[config.mk]
export PLATFORM = sky130hd
export DESIGN_NAME = decode_stage
export DESIGN_NICKNAME = d
export VERILOG_FILES = /design/src/rtl/decode_stage.sv
export SDC_FILE = /design/constraint.sdc
export NUM_CORES = 1
export LEC_CHECK = 0
export ABC_AREA = 1
export BUFFER_PORTS_ARGS = -buffer_cell sky130_fd_sc_hd__buf_2
export CAP_MARGIN = 20
export CORE_MARGIN = 3
export CORE_UTILIZATION = 30
export CTS_BUF_LIST = sky130_fd_sc_hd__clkbuf_16
export CTS_CLUSTER_SIZE = 40
export DETAILED_ROUTE_END_ITERATION = 16
export HOLD_SLACK_MARGIN = 0.03
export SLEW_MARGIN = 25
export SYNTH_ARGS = -nofsm -noshare
export SYNTH_HDL_FRONTEND = slang
export SYNTH_SLANG_ARGS = --single-unit
[constraint.sdc]
create_clock -name clk -period 1.95 [get_ports clk]
set_clock_uncertainty 0.2 [all_clocks]
set_input_delay 0.2925 -clock clk [delete_from_list [all_inputs] [get_ports clk]]
set_output_delay 0.2925 -clock clk [all_outputs]
set_load 0.05 [all_outputs]
[src/rtl/decode_stage.sv]
`default_nettype none
// ============================================================================
// decode_stage : registered RV32I decode stage with valid/ready handshake
// Revision     : 1.0
// ============================================================================
module decode_stage #(
  parameter int XLEN         = 32,
  parameter int CNT_W        = 16,
  parameter int TRAP_ILLEGAL = 1
) (
  input  logic             clk,
  input  logic             rst_n,
  input  logic             in_valid,
  output logic             in_ready,
  input  logic [31:0]      instr,
  input  logic [XLEN-1:0]  pc_in,
  input  logic             flush,
  output logic             out_valid,
  input  logic             out_ready,
  output logic [XLEN-1:0]  pc_out,
  output logic [4:0]       rs1,
  output logic [4:0]       rs2,
  output logic [4:0]       rd,
  output logic [XLEN-1:0]  imm,
  output logic [3:0]       alu_control,
  output logic             alu_src,
  output logic             reg_write,
  output logic             mem_read,
  output logic             mem_write,
  output logic             mem_to_reg,
  output logic             branch,
  output logic             jump,
  output logic [2:0]       mem_funct3,
  output logic             illegal,
  output logic [CNT_W-1:0] decode_count
);

  localparam logic [6:0] c_OP_R      = 7'b0110011;
  localparam logic [6:0] c_OP_IALU   = 7'b0010011;
  localparam logic [6:0] c_OP_LOAD   = 7'b0000011;
  localparam logic [6:0] c_OP_STORE  = 7'b0100011;
  localparam logic [6:0] c_OP_BRANCH = 7'b1100011;
  localparam logic [6:0] c_OP_JAL    = 7'b1101111;
  localparam logic [6:0] c_OP_JALR   = 7'b1100111;
  localparam logic [6:0] c_OP_LUI    = 7'b0110111;
  localparam logic [6:0] c_OP_AUIPC  = 7'b0010111;

  localparam logic [3:0] c_ALU_AND   = 4'b0000;
  localparam logic [3:0] c_ALU_OR    = 4'b0001;
  localparam logic [3:0] c_ALU_ADD   = 4'b0010;
  localparam logic [3:0] c_ALU_XOR   = 4'b0011;
  localparam logic [3:0] c_ALU_SLL   = 4'b0100;
  localparam logic [3:0] c_ALU_SRL   = 4'b0101;
  localparam logic [3:0] c_ALU_SUB   = 4'b0110;
  localparam logic [3:0] c_ALU_SRA   = 4'b0111;
  localparam logic [3:0] c_ALU_SLT   = 4'b1000;
  localparam logic [3:0] c_ALU_SLTU  = 4'b1001;
  localparam logic [3:0] c_ALU_PASSB = 4'b1010;

  localparam logic [6:0] c_F7_BASE   = 7'b0000000;
  localparam logic [6:0] c_F7_ALT    = 7'b0100000;

  logic [6:0]         w_opcode;
  logic [2:0]         w_f3;
  logic [6:0]         w_f7;
  logic [3:0]         w_alu;
  logic               w_alu_src;
  logic               w_reg_write;
  logic               w_mem_read;
  logic               w_mem_write;
  logic               w_mem_to_reg;
  logic               w_branch;
  logic               w_jump;
  logic               w_illegal;
  logic signed [31:0] w_imm32;
  logic               w_accept;
  logic               w_keep;
  logic               w_load;

  logic               r_valid;
  logic [XLEN-1:0]    r_pc;
  logic [4:0]         r_rs1;
  logic [4:0]         r_rs2;
  logic [4:0]         r_rd;
  logic [XLEN-1:0]    r_imm;
  logic [3:0]         r_alu;
  logic               r_alu_src;
  logic               r_reg_write;
  logic               r_mem_read;
  logic               r_mem_write;
  logic               r_mem_to_reg;
  logic               r_branch;
  logic               r_jump;
  logic [2:0]         r_f3;
  logic               r_illegal;
  logic [CNT_W-1:0]   r_count;

  assign w_opcode = instr[6:0];
  assign w_f3     = instr[14:12];
  assign w_f7     = instr[31:25];

  always_comb begin
    w_alu        = c_ALU_ADD;
    w_alu_src    = 1'b0;
    w_reg_write  = 1'b0;
    w_mem_read   = 1'b0;
    w_mem_write  = 1'b0;
    w_mem_to_reg = 1'b0;
    w_branch     = 1'b0;
    w_jump       = 1'b0;
    w_illegal    = 1'b0;
    w_imm32      = '0;
    case (w_opcode)
      c_OP_R: begin
        w_reg_write = 1'b1;
        case (w_f3)
          3'b000:  w_alu = w_f7[5] ? c_ALU_SUB : c_ALU_ADD;
          3'b001:  w_alu = c_ALU_SLL;
          3'b010:  w_alu = c_ALU_SLT;
          3'b011:  w_alu = c_ALU_SLTU;
          3'b100:  w_alu = c_ALU_XOR;
          3'b101:  w_alu = w_f7[5] ? c_ALU_SRA : c_ALU_SRL;
          3'b110:  w_alu = c_ALU_OR;
          default: w_alu = c_ALU_AND;
        endcase
        // Only sub and sra own the alternate funct7 encoding.
        if (!((w_f7 == c_F7_BASE) ||
              ((w_f7 == c_F7_ALT) && ((w_f3 == 3'b000) || (w_f3 == 3'b101)))))
          w_illegal = 1'b1;
      end
      c_OP_IALU: begin
        w_alu_src   = 1'b1;
        w_reg_write = 1'b1;
        w_imm32     = {{20{instr[31]}}, instr[31:20]};
        case (w_f3)
          3'b000:  w_alu = c_ALU_ADD;
          3'b001: begin
            w_alu = c_ALU_SLL;
            if (w_f7 != c_F7_BASE) w_illegal = 1'b1;
          end
          3'b010:  w_alu = c_ALU_SLT;
          3'b011:  w_alu = c_ALU_SLTU;
          3'b100:  w_alu = c_ALU_XOR;
          3'b101: begin
            w_alu = w_f7[5] ? c_ALU_SRA : c_ALU_SRL;
            if ((w_f7 != c_F7_BASE) && (w_f7 != c_F7_ALT)) w_illegal = 1'b1;
          end
          3'b110:  w_alu = c_ALU_OR;
          default: w_alu = c_ALU_AND;
        endcase
      end
      c_OP_LOAD: begin
        w_alu_src    = 1'b1;
        w_mem_read   = 1'b1;
        w_mem_to_reg = 1'b1;
        w_reg_write  = 1'b1;
        w_imm32      = {{20{instr[31]}}, instr[31:20]};
        if ((w_f3 == 3'b011) || (w_f3 == 3'b110) || (w_f3 == 3'b111)) w_illegal = 1'b1;
      end
      c_OP_STORE: begin
        w_alu_src   = 1'b1;
        w_mem_write = 1'b1;
        w_imm32     = {{20{instr[31]}}, instr[31:25], instr[11:7]};
        if (w_f3 > 3'b010) w_illegal = 1'b1;
      end
      c_OP_BRANCH: begin
        w_alu    = c_ALU_SUB;
        w_branch = 1'b1;
        w_imm32  = {{19{instr[31]}}, instr[31], instr[7], instr[30:25], instr[11:8], 1'b0};
        if ((w_f3 == 3'b010) || (w_f3 == 3'b011)) w_illegal = 1'b1;
      end
      c_OP_JAL: begin
        w_jump      = 1'b1;
        w_reg_write = 1'b1;
        w_imm32     = {{11{instr[31]}}, instr[31], instr[19:12], instr[20], instr[30:21], 1'b0};
      end
      c_OP_JALR: begin
        w_jump      = 1'b1;
        w_alu_src   = 1'b1;
        w_reg_write = 1'b1;
        w_imm32     = {{20{instr[31]}}, instr[31:20]};
        if (w_f3 != 3'b000) w_illegal = 1'b1;
      end
      c_OP_LUI: begin
        w_alu       = c_ALU_PASSB;
        w_alu_src   = 1'b1;
        w_reg_write = 1'b1;
        w_imm32     = {instr[31:12], 12'b0};
      end
      c_OP_AUIPC: begin
        w_alu_src   = 1'b1;
        w_reg_write = 1'b1;
        w_imm32     = {instr[31:12], 12'b0};
      end
      default: w_illegal = 1'b1;
    endcase
  end

  assign in_ready = !r_valid || out_ready;
  assign w_accept = in_valid && in_ready;
  // With trapping disabled an illegal instruction is consumed but never presented.
  assign w_keep   = !w_illegal || (TRAP_ILLEGAL != 0);
  assign w_load   = w_accept && !flush && w_keep;

  always_ff @(posedge clk or negedge rst_n) begin
    if (!rst_n) begin
      r_valid      <= 1'b0;
      r_pc         <= '0;
      r_rs1        <= '0;
      r_rs2        <= '0;
      r_rd         <= '0;
      r_imm        <= '0;
      r_alu        <= '0;
      r_alu_src    <= 1'b0;
      r_reg_write  <= 1'b0;
      r_mem_read   <= 1'b0;
      r_mem_write  <= 1'b0;
      r_mem_to_reg <= 1'b0;
      r_branch     <= 1'b0;
      r_jump       <= 1'b0;
      r_f3         <= '0;
      r_illegal    <= 1'b0;
      r_count      <= '0;
    end else begin
      if (flush)
        r_valid <= 1'b0;
      else if (w_load)
        r_valid <= 1'b1;
      else if (r_valid && out_ready)
        r_valid <= 1'b0;

      if (w_load) begin
        r_pc         <= pc_in;
        r_rs1        <= instr[19:15];
        r_rs2        <= instr[24:20];
        r_rd         <= instr[11:7];
        r_imm        <= XLEN'(w_imm32);
        r_alu        <= w_alu;
        r_alu_src    <= w_alu_src;
        r_reg_write  <= w_reg_write  && !w_illegal;
        r_mem_read   <= w_mem_read   && !w_illegal;
        r_mem_write  <= w_mem_write  && !w_illegal;
        r_mem_to_reg <= w_mem_to_reg && !w_illegal;
        r_branch     <= w_branch     && !w_illegal;
        r_jump       <= w_jump       && !w_illegal;
        r_f3         <= w_f3;
        r_illegal    <= w_illegal;
      end

      if (r_valid && out_ready && !flush)
        r_count <= r_count + CNT_W'(1);
    end
  end

  assign out_valid    = r_valid;
  assign pc_out       = r_pc;
  assign rs1          = r_rs1;
  assign rs2          = r_rs2;
  assign rd           = r_rd;
  assign imm          = r_imm;
  assign alu_control  = r_alu;
  assign alu_src      = r_alu_src;
  assign reg_write    = r_reg_write;
  assign mem_read     = r_mem_read;
  assign mem_write    = r_mem_write;
  assign mem_to_reg   = r_mem_to_reg;
  assign branch       = r_branch;
  assign jump         = r_jump;
  assign mem_funct3   = r_f3;
  assign illegal      = r_illegal;
  assign decode_count = r_count;

endmodule
`default_nettype wire
## After elaboration in Yosys (flattened, before gate mapping)

Index checks and enable logic that the tools add are counted.
W data, S select, Z words.

| operators by class | value |
|---|---|
| add/subtract/negate cells | 1 |
| order comparisons | 1 |
| eq/ne operators | 18 |
| muxes and demuxes | 24 |
| reductions and logical operators | 31 |

Operators by type and width:

| cell | number |
|---|---|
| $pmux W32 S5 | 1 |
| $pmux W4 S7 | 2 |
| $eq A7 B6 Y1 const B | 4 |
| $eq A7 B7 Y1 const B | 3 |
| $add A16 B1 Y16 const B | 1 |
| $mux W1 | 16 |
| $pmux W4 S4 | 1 |
| $eq A7 B5 Y1 const B | 2 |
| $eq A3 B3 Y1 const B | 4 |
| $logic_and A1 B1 Y1 | 11 |
| $eq A7 B2 Y1 const B | 1 |
| $logic_not A7 Y1 | 1 |
| $ne A7 B6 Y1 const B | 1 |
| $pmux W1 S7 | 1 |
| $reduce_bool A7 Y1 | 1 |
| $reduce_or A7 Y1 | 1 |
| $eq A3 B2 Y1 const B | 2 |
| $logic_or A1 B1 Y1 | 6 |
| $reduce_bool A3 Y1 | 2 |
| $reduce_or A3 Y1 | 2 |
| $reduce_or A6 Y1 | 1 |
| $reduce_or A2 Y1 | 2 |
| $eq A3 B1 Y1 const B | 1 |
| $gt A3 B2 Y1 const B | 1 |
| other kinds (5) | 7 |

| storage, ports and cells | value |
|---|---|
| register bits | 110 |
| word-level logic and storage cells | 91 |

## Logic depth before layout (Yosys ltp)

Gate-level depths: netlist of the first run.

| depth | value |
|---|---|
| depth in word-level cells | 8 |
| mapped depth | 12 |

## Least setup slack after synthesis of the first run

No wires, ideal clock.

| timing | value |
|---|---|
| kind | register to register |
| start point | reg r_count[0] (netlist: decode_count[0]) |
| end point | reg r_count[12] (netlist: decode_count[12]) |
| library setup time | 0.142 ns |
| arrival | 1.657 ns |
| required time | 1.608 ns |
| path slack | -0.049 ns |
| cell stages (with the launch flop) | 8 |
| path buffers | 0 |
| clock period less this slack | 1.999 ns |
| cells stage by stage | dfrtp_1 -> ha_1 -> inv_1 -> nor2_1 -> nand3_1 -> nor2_2 -> nand4_1 -> xnor2_1 |

| between the ends | value |
|---|---|
| longest elaborated chain between the ends | 1 |

Ends and longest elaborated chain:

| item | line | text |
|---|---|---|
| start: declaration | 96 | `logic [CNT_W-1:0] r_count;` |
| start signal: assignment | 251 | `r_count <= r_count + CNT_W'(1);` |
| $add A16 B1 Y16 | 251 |  |

Every way passes these cells.
A chain may end at the register's enable or synchronous reset.

## Worst setup path after layout of the first run

| timing | value |
|---|---|
| start point | in instr[26] |
| end point | reg r_branch (netlist: branch) |

| between the ends | value |
|---|---|
| longest elaborated chain between the ends | 7 |
| elaborated cells on any way between the ends | 14 |
| those cells by class | eq/ne (2); mux (5); reduce/logical (7) |

Ends and longest elaborated chain:

| item | line | text |
|---|---|---|
| start: declaration | 15 | `input logic [31:0] instr,` |
| $ne A7 B6 Y1, or another cell as far along | 146 | `if ((w_f7 != c_F7_BASE) && (w_f7 != c_F7_ALT)) w_illegal = 1'b1;` |
| $logic_and A1 B1 Y1, on equally long branches | 146, 128 |  |
| $mux W1 / $logic_or A1 B1 Y1 (equally long branches) | 146, 127 |  |
| $pmux W1 S2 / $mux W1 (equally long branches) | 135, 127 |  |
| $pmux W1 S7 (*) | 113 | `case (w_opcode)` |
| $logic_not A1 Y1 (*) | 244 | `r_branch <= w_branch && !w_illegal;` |
| $logic_and A1 B1 Y1 (*) | 244 |  |
| end signal: assignment | 244 |  |
| end: declaration | 92 | `logic r_branch;` |

Mark *: on every way between the ends. The rest lies on a longest branch, timed or not.

==> results of run 1 <==
-- routing by layer --
metal | global-route usage [%] | share of wire (%) | vias up
met5 | 0 | 0 | -
met4 | 6.40 | 2.4 | 0
met3 | 3.36 | 5.9 | 26
met2 | 26.0 | 47 | 132
met1 | 22.3 | 45 | 2158
li1 | - | - | 2301
-- layout by cell type (no fill, tap or decap), drive strengths merged --
| cell type | instances |
|---|---|
| o211ai | 2 |
| nor2 | 34 |
| dfrtp | 110 |
| xor2 | 10 |
| buf | 191 |
| o22ai | 1 |
| mux2 | 1 |
| ha | 1 |
| o31ai | 1 |
| a31oi | 1 |
| nand3b | 1 |
| and3 | 1 |
| xnor2 | 5 |
| o21ai | 34 |
| nand2 | 268 |
| dlygate4sd3 | 52 |
| inv | 38 |
| clkinv | 6 |
| nor3 | 6 |
| a21oi | 16 |
| clkbuf | 9 |
| nand3 | 32 |
| a41oi | 1 |
| nand4 | 3 |
-- where the power goes --
part           total (mW)  switching (mW)  internal [mW]
clock network        1.72           0.856          0.860
registers            2.67           0.154           2.51
logic                1.72            1.28          0.435
total                6.10            2.29           3.81
-- cell type report --
cell class | instances | share of cell area, %
clock buffers | 9 | 3.27
clock inverters | 7 | 0.599
inverters | 37 | 2.05
multi-input cells | 418 | 27.6
flip-flops and latches | 110 | 40.0
well taps | 211 | 3.83
repair buffers | 243 | 22.6
-- metrics by stage --
step | power, mW | setup slack (ns) | cell area [um^2] | std cells | hold slack (ns)
floorplan | 3.83 | 0.0143 | 4880 | 588 | -0.203
global placement | 4.34 | 0.0995 | 6080 | 967 | 0.0332
detailed placement | 4.36 | 0.0417 | 6080 | 967 | 0.0322
CTS | 6.18 | 0.0297 | 6870 | 1035 | 0.0309
global route | 6.40 | 0.0138 | 6890 | 1035 | 0.0473
finish | 6.10 | 0.159 | 6890 | 1035 | 0.0490
-- cells by family after synthesis --
family | Yosys count | synth area share (%)
simple gates | 345 | 29.2
flops | 110 | 56.4
buf+inv | 60 | 5.00
compound gates | 56 | 6.13
xor+xnor | 15 | 2.69
mux | 1 | 0.231
fa+ha+maj | 1 | 0.257
-- final timing paths --
kind                                  start          endpoint  slack [ns]  cells past startpoint
max                               instr[26]            branch        0.16                     11
min                               instr[10]             rd[3]        0.05                      3
max reg2reg                       out_valid         reg_write        0.20                      7
min reg2reg                decode_count[15]  decode_count[15]        0.26                      1
max in group asynchronous             rst_n         out_valid        0.79                      3
min in group asynchronous             rst_n           imm[14]        0.20                      2
-- worst max-delay path: cells and delay by family --
kind,cells,cell delay (ns)
AO/OA/AOI/OAI,1,0.16
buffers and inverters,2,0.70
AND/OR/NAND/NOR,8,0.70
-- repair_timing --
item | in CTS | in global routing
hold endpoints to repair | 161 | 0
endpoints found under the setup margin | 0 | 51
hold buffers | 52 | 0
resized for setup | 0 | 5
==> summary.txt, run 1 <==
Final layout
  • Area of the multi-input gates: 1900 um^2
  • # diodes: 0
  • Layout cells sized above 1: 28.4%
  • Sequential Area: between 2000 and 3000 um^2
  • Total Nets Final: 889
  • Area Growth Syn to Fin: 41.3%
  • Filler cell count: 1,615
  • Post-layout util: between 40% and 50%

Logic synthesis
  • Most common cell in the netlist: nand2_1
  • Synth Area per Inst: about 8.3 um^2
  • Synth Warn #: 0
  • Sequential fraction of the synthesis area: 56.4%
  • Post-synth EDFFs: 0
  • Synthesized instance count: between 500 and 600
  • Post-synthesis cell type count: 33
  • Ys async rst share: 100%
  • Post-synthesis net count: 658
  • Area contributors post-synth: dfrtp_1, nand2_1, o21ai_0
  • Mapped Area: 4880 um^2
  • Synth top area share: between 50% and 60%
  • Top cells by count, synth: nand2_1, dfrtp_1, inv_1, o21ai_0, nand3_1
  • Yosys reg bits: 110
  • Main synth FF type: dfrtp_1
  • Cell taking the most area after synthesis: dfrtp_1

Worst setup path
  • Critical Path Start Type: input pin
  • Delay of the slowest critical-path stage: between 0.5 and 0.6 ns
  • Most used cell, CP: nand2_1
  • CP Max Fanout: 6
  • Crit path max-delay cell type: dlygate4sd3_1
  • Worst-path cell chain: dlygate4sd3_1 > buf_2 > nor2_1 > nand2_1 > nor2_2 > nand2_1 > nand2_1 > nand2_1 > nand2_1 > nand3_4 > a21oi_1
  • Req. time, crit path: 2.02 ns
  • Crit Path Category: input pin to flip-flop
  • CP endpoint kind: flip-flop
  • WP data arrival: 1.86 ns

Detailed routing
  • Routed wire length: 14,200 um
  • Post-DR wirelength/cell: 13.8 um
  • DRT antenna net count: 0
  • Drt pass-1 iters: 5
  • Initial DRC Count: 279
  • Via density: 4.46
  • Routed via count: around 4,600
  • Residual DRC count: 0

Timing
  • Final Cycle Share: 91.8%
  • Achievable Freq: 558 MHz
  • Slew margin rel.: 75.5%
  • Slew @ Worst Pin: approximately 0.37 ns
  • RSZ-0062 raised after global routing: false
  • Setup_tns: 0 ns
  • Final setup violation count: 0
  • Fin crit period: 1.79 ns
  • Final hold violations: 0
  • Pins over their slew limit: 0

Global routing
  • GR Util All Layers: between 15 and 20%
  • Largest net degree at the start of global routing: 44
  • Antenna violations before repair: 0
  • Vias in the first global route: between 4,000 and 5,000
  • First-pass GRT wire length: roughly 24,000 um
  • Gr ovfl total: 0

Status
  • Status: completed

Floorplan
  • Initial Util: 31.4%
  • Core area: 15,500 um^2
  • # rows: 45
  • Die Ht: 134 um
  • Ports: approximately 180
  • Full die area: 17,800 um^2
  • Die Width: 134 um

CTS
  • Worst skew pair latency: between 0.3 and 0.4 ns
  • Deepest clock path buffer count: 2
  • Num Clock Sinks: between 100 and 150
  • CTS root buf: clkbuf_16
  • Worst-path clk slew: 0.07 ns
  • Postcts setup bufs: 0
  • Htree depth: 3
  • CTS tree: yes
  • Num CTS Buffers: 9

Place
  • Number of I/O port buffers: 180
  • DP Wirelength: 10,300 um
  • Routability Congestion: 0.829

Hold path
  • Worst Hold Class: input pin to flip-flop

Pwr
  • Maximum vdd ir drop: roughly 0.4 mV
  • Leakage: 3.88 nW
  • P per Cell Area: 886 nW/um^2

Job
  • Maxcap violations: 0
(Power assumes the default switching activity.)
==> run 2: changes to the inputs <==
--- a/config.mk
+++ b/config.mk
@@ -5,7 +5,7 @@
 export SDC_FILE = /design/constraint.sdc
 export NUM_CORES = 1
 export LEC_CHECK = 0
-export ABC_AREA = 1
+export ABC_AREA = 0
 export BUFFER_PORTS_ARGS = -buffer_cell sky130_fd_sc_hd__buf_2
 export CAP_MARGIN = 20
 export CORE_MARGIN = 3
==> run 2 against run 1 <==
Routed wire length grew 1.0%. Combinational power grew 5%. Synthesized cell count shrank 30%. Global-route usage grew 0.17 points. Critical path type is now flip-flop to flip-flop. Highest routed layer unchanged.
==> summary.txt, run 2 <==
Logic synthesis
  • Post-Synth Adder-Cell Area: 0.260% (+0.0035 points)
  • Post-synthesis cell type count: 54 (+64%)
  • Most common cell in the netlist: dfrtp_1
  • Synth top area share: 57.2% (+0.78 points)
  • Synth Warn #: 0 (unchanged)
  • Post-synth EDFFs: 0 (unchanged)
  • Sequential fraction of the synthesis area: 57.2% (+0.78 points)
  • Post-synthesis net count: 483 (-27%)
  • Multiplexer share of the synthesized area: 11.7% (+11 points)
  • Main synth FF type: dfrtp_1
  • Cell taking the most area after synthesis: dfrtp_1
  • Area contributors post-synth: dfrtp_1, mux2_1, nand2_1
  • Synth Area per Inst: 11.6 um^2 (+40%)
  • Largest family of logic cells by synthesized area: compound AO/OA/AOI/OAI gates
  • Yosys reg bits: 110 (unchanged)
  • Synthesized instance count: 413 (-30%)
  • Ys async rst share: 100% (unchanged)
  • Simple-gate share of the synthesized area: 11.4% (-18 points)
  • Post-synthesis xor/xnor area fraction: 2.91% (+0.22 points)
  • Mapped Area: 4810 um^2 (-1.4%)
  • Synth Area in Compound Gates: 13.6% (+7.5 points)
  • Top cells by count, synth: dfrtp_1, mux2_1, nand2_1, o21ai_1, a21oi_1

Final layout
  • Total Nets Final: 744 (-16%)
  • Most frequent cells in the layout: buf_2, dfrtp_1, dlygate4sd3_1, mux2_1, nand2_1
  • Post-layout util: 46.2% (+1.8 points)
  • # diodes: 0 (unchanged)
  • Layout cells sized above 1: 38.3% (+9.9 points)
  • Area Growth Syn to Fin: 48.1%
  • Most common cell after layout, fill and taps aside: buf_2

Floorplan
  • Core area: 15,400 um^2 (-0.72%)
  • Initial Util: 31.2% (-0.20 points)
  • Full die area: 17,600 um^2 (-1.3%)
  • Die Ht: 133 um (-0.65%)
  • # rows: 45 (unchanged)
  • Die Width: 133 um (-0.65%)
  • Ports: 181 (unchanged)

Hold path
  • Worst Hold Class: input pin to flip-flop

CTS
  • Num CTS Buffers: 9 (unchanged)
  • Deepest clock path buffer count: 2 (unchanged)
  • CTS root buf: clkbuf_16
  • Worst skew pair latency: 0.35 ns (about the same)
  • Htree depth: 3 (unchanged)
  • Worst-path clk slew: 0.07 ns (about the same)
  • Num Clock Sinks: 110 (unchanged)
  • CTS tree: yes
  • PostCTS Resize Cnt: 0 (unchanged)

Worst setup path
  • WP data arrival: 1.89 ns (+0.03 ns)
  • Crit Path Category: flip-flop to flip-flop
  • Critical Path Start Type: flip-flop
  • CP endpoint kind: flip-flop
  • CP Max Fanout: 6 (unchanged)
  • Req. time, crit path: 2.03 ns (about the same)

Global routing
  • Largest net degree at the start of global routing: 41 (-6.8%)
  • Antenna violations before repair: 0 (unchanged)
  • GR Util All Layers: 16.6% (+0.17 points)
  • Gr ovfl total: 0 (unchanged)
  • Vias in the first global route: 4,439 (-3.0%)
  • First-pass GRT wire length: 23,500 um (-1.1%)

Timing
  • Setup_tns: 0 ns (unchanged)
  • RSZ-0062 raised after global routing: false
  • Achievable Freq: 551 MHz (-1.4%)
  • Slew @ Worst Pin: 0.512 ns (+0.145 ns)
  • Slew margin rel.: 65.7% (-9.8 points)
  • Final Cycle Share: 93.1% (+1.3 points)
  • Pins over their slew limit: 0 (unchanged)
  • Fin crit period: 1.82 ns (+0.0247 ns)
  • Worst Hold Slack: 0.0426 ns (-0.00633 ns)
  • Final setup violation count: 0 (unchanged)
  • Final hold violations: 0 (unchanged)

Detailed routing
  • Routed wire length: 14,400 um (+1.0%)
  • Via density: 4.70 (+5.4%)
  • Post-DR wirelength/cell: 16.2 um (+17%)
  • DRT antenna net count: 0 (unchanged)
  • Initial DRC Count: 155 (-44%)
  • Residual DRC count: 0 (unchanged)
  • Drt pass-1 iters: 4 (-1)
  • Routed via count: 4,184 (-9.4%)

Pwr
  • Leakage: 3.45 nW (-11%)
  • P per Cell Area: 887 nW/um^2 (about the same)
  • Maximum vdd ir drop: 0.395 mV (+0.16%)

Place
  • Routability Congestion: 0.875 (+5.5%)
  • DP Wirelength: 10,400 um (+0.86%)
  • Number of I/O port buffers: 180 (unchanged)

Job
  • Maxcap violations: 0 (unchanged)

Status
  • Status: completed
## run 2: changes by cell type in the layout (fill, tap and decap cells not counted), moves of 6 or more
cell	delta
nand2_1	-212
mux2_1	+49
o21ai_1	+31
buf_4	+28
inv_1	-28
o21ai_0	-27
nand3_1	-26
a21oi_1	+14
nor2_1	-10
a22o_1	+8
nand2_2	-6
## run 2: report_power, final
part           switching [mW]  internal [mW]  leakage (nW)
Sequential              0.148           2.52          1.40
Combinational            1.27          0.521          1.90
Clock                   0.851           1.00         0.149
Total                    2.27           4.05          3.45
## run 2: timing repair
action                                  in CTS  in global routing
hold buffers                                51                  0
endpoints found under the setup margin       0                  1
hold endpoints to repair                   143                  0
buffers inserted                             0                  1
## run 2: cell families after synthesis
group / count (synthesis)
flip-flops: 110
AND/OR/NAND/NOR: 105
AO/OA/AOI/OAI: 101
multiplexers: 50
buffers and inverters: 30
XOR/XNOR: 16
adder cells (fa/ha/maj): 1
## run 2: path summary, 6_finish.rpt
path,from,cells past startpoint,to,slack [ns]
worst max-delay path,out_valid,6,mem_write,0.13
worst min-delay path,instr[20],2,rs2[0],0.04
worst max register to register,out_valid,6,mem_write,0.13
worst min register to register,decode_count[15],1,decode_count[15],0.27
max in group asynchronous,rst_n,3,decode_count[4],0.74
min in group asynchronous,rst_n,2,decode_count[13],0.20
## run 2: metrics by stage
step                      total power [mW]  instance area (um^2)  worst slack [ns]  std cells
final                                 6.32                  7120             0.135        890
after global routing                  6.62                  7120            0.0389        890
after CTS                             6.41                  7120            0.0544        889
after detailed placement              4.44                  6310           -0.0845        822
after global placement                4.41                  6310           -0.0757        822
after floorplan                       3.87                  4830          0.000483        413
## run 2: worst max-delay path, cell delays in order (launching register included)
cell and delay, ns:
dfrtp_2 0.43, nand2b_4 0.08, nand3b_1 0.15, buf_12 0.19
a2111oi_4 0.23, a21boi_4 0.27, a32o_1 0.20
## run 2: cell type report
class,instances,area (um^2)
fillers,1445,8300
flip-flops and latches,110,2760
multi-input cells,273,1930
repair buffers,275,1860
well taps,211,264
clock buffers,9,225
clock inverters,7,72.6
inverters,5,18.8
## run 2: layer usage
| layer | GRT usage, % | vias up | part of all wire (%) |
|---|---|---|---|
| met4 | 5.54 | 0 | 1.9 |
| met5 | 0 | - | 0 |
| met3 | 3.95 | 19 | 5.8 |
| li1 | - | 2000 | - |
| met2 | 27.9 | 137 | 48 |
| met1 | 21.1 | 2028 | 45 |
